**config.mk**
```make
export PLATFORM = sky130hd
export DESIGN_NAME = attn_dot_engine
export DESIGN_NICKNAME = d
export VERILOG_FILES = /design/src/rtl/attn_dot_engine.sv
export SDC_FILE = /design/constraint.sdc
export NUM_CORES = 1
export LEC_CHECK = 0
export BUFFER_PORTS_ARGS = -buffer_cell sky130_fd_sc_hd__buf_2
export CAP_MARGIN = 5
export CORE_MARGIN = 3
export CORE_UTILIZATION = 70
export CTS_BUF_LIST = sky130_fd_sc_hd__clkbuf_8
export DETAILED_ROUTE_END_ITERATION = 10
export PLACE_DENSITY = 0.89
export SLEW_MARGIN = 20
export SYNTH_ARGS = -nofsm -noshare
export SYNTH_HDL_FRONTEND = slang
export SYNTH_SLANG_ARGS = --single-unit
```
**constraint.sdc**
```tcl
create_clock -name clk -period 10.3 [get_ports clk]
set_input_delay 1.03 -clock clk [delete_from_list [all_inputs] [get_ports clk]]
set_output_delay 1.03 -clock clk [all_outputs]
set_load 0.005 [all_outputs]
```
**src/rtl/attn_dot_engine.sv**
```systemverilog
// attn_dot_engine: streaming Q.K dot-product engine for the attention path.
// Operands arrive interleaved (Q first, then K). FEATURES products are summed
// per score. Each score is scaled by an arithmetic right shift, reduced to
// OUT_W bits and queued in a small output FIFO that carries a row-end marker.
// Optional feature macro: ATTN_SCORE_SAT_EN. When it is defined, the output
// reduction saturates. When it is undefined, the output reduction truncates
// (two's-complement wrap).
module attn_dot_engine #(
  parameter int DATA_W     = 8,
  parameter int FEATURES   = 4,
  parameter int ROW_LEN    = 4,
  parameter int SHIFT      = 8,
  parameter int OUT_W      = 9,
  parameter int FIFO_DEPTH = 2
) (
  input  logic              clk,
  input  logic              rst_n,
  input  logic [DATA_W-1:0] in_data,
  input  logic              in_vld,
  output logic              in_rdy,
  output logic [OUT_W-1:0]  out_data,
  output logic              out_vld,
  input  logic              out_rdy,
  output logic              out_last,
  output logic              busy
);

  localparam int ACC_W  = 2*DATA_W + $clog2(FEATURES);
  localparam int CNT_W  = (FEATURES > 1)   ? $clog2(FEATURES)   : 1;
  localparam int ROW_W  = (ROW_LEN > 1)    ? $clog2(ROW_LEN)    : 1;
  localparam int PTR_W  = (FIFO_DEPTH > 1) ? $clog2(FIFO_DEPTH) : 1;
  localparam int FCNT_W = $clog2(FIFO_DEPTH + 1);

  typedef enum logic [1:0] {GET_Q, GET_K, EMIT} state_t;

  state_t                   r_state;
  logic signed [DATA_W-1:0] r_q;
  logic signed [ACC_W-1:0]  r_acc;
  logic [CNT_W-1:0]         r_pair_cnt;
  logic [ROW_W-1:0]         r_row_cnt;

  logic [OUT_W:0]           r_mem [FIFO_DEPTH];
  logic [PTR_W-1:0]         r_wr_ptr;
  logic [PTR_W-1:0]         r_rd_ptr;
  logic [FCNT_W-1:0]        r_cnt;

  logic signed [2*DATA_W-1:0] w_prod;
  logic signed [ACC_W-1:0]    w_shift;
  logic [OUT_W-1:0]           w_score;
  logic                       w_last;
  logic                       w_full;
  logic                       w_push;
  logic                       w_pop;

  // Full-precision signed product. Both operands are signed, so the product
  // is sign-correct at 2*DATA_W bits.
  assign w_prod  = r_q * $signed(in_data);
  assign w_shift = r_acc >>> SHIFT;
  assign w_last  = (r_row_cnt == ROW_W'(ROW_LEN - 1));

`ifdef ATTN_SCORE_SAT_EN
  localparam logic signed [ACC_W-1:0] SMAX = ACC_W'((2**(OUT_W-1)) - 1);
  localparam logic signed [ACC_W-1:0] SMIN = ~SMAX;

  // Clamp the scaled accumulator to the signed OUT_W range.
  always_comb begin
    w_score = w_shift[OUT_W-1:0];
    if (w_shift > SMAX)      w_score = SMAX[OUT_W-1:0];
    else if (w_shift < SMIN) w_score = SMIN[OUT_W-1:0];
  end
`else
  logic w_unused_hi;
  // Keep only the low OUT_W bits. The upper bits are discarded on purpose.
  assign w_score     = w_shift[OUT_W-1:0];
  assign w_unused_hi = ^w_shift[ACC_W-1:OUT_W];
`endif

  assign w_full  = (r_cnt == FCNT_W'(FIFO_DEPTH));
  assign out_vld = (r_cnt != '0);
  assign w_pop   = out_vld && out_rdy;
  // A full FIFO blocks the push even when the head pops in the same cycle.
  assign w_push  = (r_state == EMIT) && !w_full;

  assign in_rdy   = (r_state != EMIT);
  assign busy     = (r_state != GET_Q) || (r_pair_cnt != '0);
  assign out_data = out_vld ? r_mem[r_rd_ptr][OUT_W-1:0] : '0;
  assign out_last = out_vld && r_mem[r_rd_ptr][OUT_W];

  function automatic logic [PTR_W-1:0] ptr_inc(input logic [PTR_W-1:0] p);
    return (p == PTR_W'(FIFO_DEPTH - 1)) ? '0 : p + 1'b1;
  endfunction

  // Operand FSM: collect Q/K pairs, accumulate, then emit one score.
  always_ff @(posedge clk) begin
    if (!rst_n) begin
      r_state    <= GET_Q;
      r_q        <= '0;
      r_acc      <= '0;
      r_pair_cnt <= '0;
      r_row_cnt  <= '0;
    end else begin
      case (r_state)
        GET_Q: if (in_vld) begin
          r_q     <= $signed(in_data);
          r_state <= GET_K;
        end
        GET_K: if (in_vld) begin
          r_acc      <= r_acc + ACC_W'(w_prod);
          r_pair_cnt <= r_pair_cnt + 1'b1;
          r_state    <= (r_pair_cnt == CNT_W'(FEATURES - 1)) ? EMIT : GET_Q;
        end
        EMIT: if (!w_full) begin
          r_acc      <= '0;
          r_pair_cnt <= '0;
          r_row_cnt  <= w_last ? '0 : r_row_cnt + 1'b1;
          r_state    <= GET_Q;
        end
        default: r_state <= GET_Q;
      endcase
    end
  end

  // FIFO pointers and occupancy. Reset discards all entries.
  always_ff @(posedge clk) begin
    if (!rst_n) begin
      r_wr_ptr <= '0;
      r_rd_ptr <= '0;
      r_cnt    <= '0;
    end else begin
      if (w_push) r_wr_ptr <= ptr_inc(r_wr_ptr);
      if (w_pop)  r_rd_ptr <= ptr_inc(r_rd_ptr);
      r_cnt <= r_cnt + FCNT_W'(w_push) - FCNT_W'(w_pop);
    end
  end

  // FIFO storage {last, score}. Contents are masked by out_vld, so no reset is needed.
  always_ff @(posedge clk) begin
    if (w_push) r_mem[r_wr_ptr] <= {w_last, w_score};
  end

endmodule

```
==> run metrics <==
status=complete, no violations; dominant synthesized flop cell=dfxtp_1; core area=7290 um2; Clock transition at path regs=0.12 ns; hold path start=r_state[1]$_SDFFE_PN0P_; Worst Tran Pin Value=1.05 ns; post-synthesis mux area share=3.80%; r2r setup slk=4.84 ns; Final Hold Fails=0; gpl congestion=0.804; largest family of logic cells by synthesized area=adder cells; syn_nets=650; largest net degree at the start of global routing=33; CP Cell Sequence=buf_2 > and2_1 > inv_1 > fa_1 > inv_1 > fa_1 > fa_1 > fa_1 > fa_1 > ha_1 > o21a_1 > o31ai_2 > a21boi_0 > or3_1 > a32oi_1 > nor2b_1; sum of buffers and inverters on the critical path=3; kind of critical path=in -> reg; Hold Crit Class=reg -> reg; CTS Hold Buffers Added=0; P_leak=0.00266 uW; post-DP HPWL=7.95 mm; First-pass DRT Iterations=4; worst slew margin relative to its limit=29.6%; Sequential Power Share=28.4%; Clk pwr share=14.0%; row cnt=31; Switch Pwr=423 uW; Internal=569 uW; H-tree depth=2; Crit path required time=10.53 ns; switching share of power=42.6%; synth warn=0; Routed Antenna Nets=0; GRT overflow=0; Power per Cell Area=178 nW/um2; Synth Area in Adders=39.1%; die height=93.0 um; CTS Buf Count=5; setup bufs post-CTS=0; CTS root buf=clkbuf_8; Cells after Synth=518; Startpoint Class=input pin; CTS resizes=0; CTS tree=done; combinational share of power=57.6%; average routed wire per standard cell=16.0 um; Critical Path AT=6.03 ns; TNS Setup=0 ns; Max IR drop VDD=180 uV; Max Clk Rate=0.172 GHz; simple-gate portion of the synthesized area=14.6%; RSZ-0062 raised after global routing=false; Placed Area=5480 um2; endpoint type of the worst setup path=flip-flop; first-pass GRT wire length=17.8 mm; count of cell types in the netlist=44; mapped cell area=5300 um2; CTS Buffer Depth=2; Worst Path Max Fanout=10; most frequent CP cell=fa_1; via/cell ratio=5.63; share of cells above drive strength 1=7.65%; Seq/Total Area, Yosys=25.0%; slowest CP cell=fa_1; slowest stage delay, CP=0.57 ns; reg2reg start=r_q[7]$_SDFFE_PN0P_; Chip Width=93.0 um; Post-synth EDFFs=20; Post-Synth XOR/XNOR Area=3.31%; commonest non-fill, non-tap cell in the layout=inv_1; Avg Cell Area, Syn=10.2 um2; Yosys reg bits=56; launch point of the worst path=in_data[0]; DRT iter0 DRCs=177; clk sinks=56; Layout area overhead=5.36%; vias=3577; vias in the first global route=3840; post-route cell area=5580 um2; die area=8640 um2; fin nets=667; final wirelength=10.2 mm; GRT Util Overall=26.1%; Initial Util=72.6%; Max-Cap Viols=0; # setup viols final=0; cell family with most CP delay=adder cells; initial antenna violation count=0; Async S/R FF share, synth=0%; io pins=25; IO buf count=24; Tcrit/Tclk final=56.3%; Synth Area in Compound Gates=6.66%; Tmin final=5.80 ns; final clock skew=0.00696 ns; DRC viols=0; ant diodes=0; most frequent cells in the layout=90 x inv_1, 76 x fa_1, 44 x ha_1, 40 x and2_1; worst skew pair latency=0.33 ns; Final Max Tran Viols=0
[metal layers]
metal,share of wire (%),vias to the layer above,GRT usage (%)
met3,3.4,23,2.90
li1,-,1657,-
met2,54,93,47.8
met4,2.7,0,9.28
met1,40,1804,31.9
met5,0,-,0
[registers in the layout, indices dropped and copies added (netlist names), named ones only]
register / cells
r_state: 2
r_cnt: 2
r_acc: 17
r_mem: 20
r_q: 8
r_pair_cnt: 2
r_row_cnt: 2
r_wr_ptr: 1
r_rd_ptr: 1
[path summary, 6_finish.rpt]
kind	to	cells after the start
max	r_acc[10]$_SDFFE_PN0P_	16
min	r_state[0]$_SDFFE_PN0P_	1
max reg2reg	r_acc[10]$_SDFFE_PN0P_	15
min reg2reg	r_state[0]$_SDFFE_PN0P_	1
[stage by stage]
| stage | setup slack [ns] | hold slack [ns] | util (%) | total power [uW] | cells |
|---|---|---|---|---|---|
| 3_5_place_dp | 4.25 | 0.445 | 75.2 | 850 | 627 |
| 5_1_grt | 4.24 | 0.505 | 76.5 | 1080 | 635 |
| 6_report | 4.50 | 0.464 | 76.5 | 992 | 635 |
| 4_1_cts | 4.53 | 0.463 | 76.5 | 997 | 635 |
| 3_3_place_gp | 4.49 | 0.434 | 75.2 | 821 | 627 |
| 2_1_floorplan | 4.59 | 0.424 | - | 722 | 518 |
[power groups by stage]
stage          clock, uW  combinational, uW  sequential, uW
2_1_floorplan          0                451             271
3_3_place_gp           0                537             284
3_5_place_dp           0                564             286
4_1_cts              141                576             281
5_1_grt              147                652             285
6_report             139                572             281
[cell usage after synthesis, types with 8 or more instances]
master	instances	area, um2
inv_1	90	338
and2_1	40	250
fa_1	76	1520
o21ai_0	8	40.0
ha_1	44	551
nand2_1	36	135
o21a_1	9	67.6
xnor2_1	15	131
nor2b_1	27	169
clkbuf_1	10	37.5
edfxtp_1	20	601
mux2i_1	19	190
nor2_1	27	101
a22oi_1	8	60.1
dfxtp_1	36	721
[worst reg2reg max path: cells and delay by family, from the launching register on]
kind	cells	cell delay, ns
DFF	1	0.52
buffers and inverters	2	0.20
AOI/OAI and AO/OA	4	0.79
adders and majority gates	6	2.87
and+or+nand+nor	3	0.98
[logic make-up (layout without fill, tap and decap cells)]
logic type	after synthesis	count (layout)
AND/OR/NAND/NOR	147	147
adder cells (fa/ha/maj)	120	120
buffers and inverters	105	123
flip-flops	56	56
AO/OA/AOI/OAI	50	50
XOR/XNOR	20	20
multiplexers	20	20
[cell type report]
cell class | instances | area [um2]
flip-flops and latches | 56 | 1320
clock buffers | 5 | 68.8
multi-input cells | 357 | 3570
well taps | 99 | 124
inverters | 91 | 342
fillers | 503 | 1710
repair buffers | 24 | 120
clock inverters | 3 | 28.8
(Power assumes the default switching activity.)
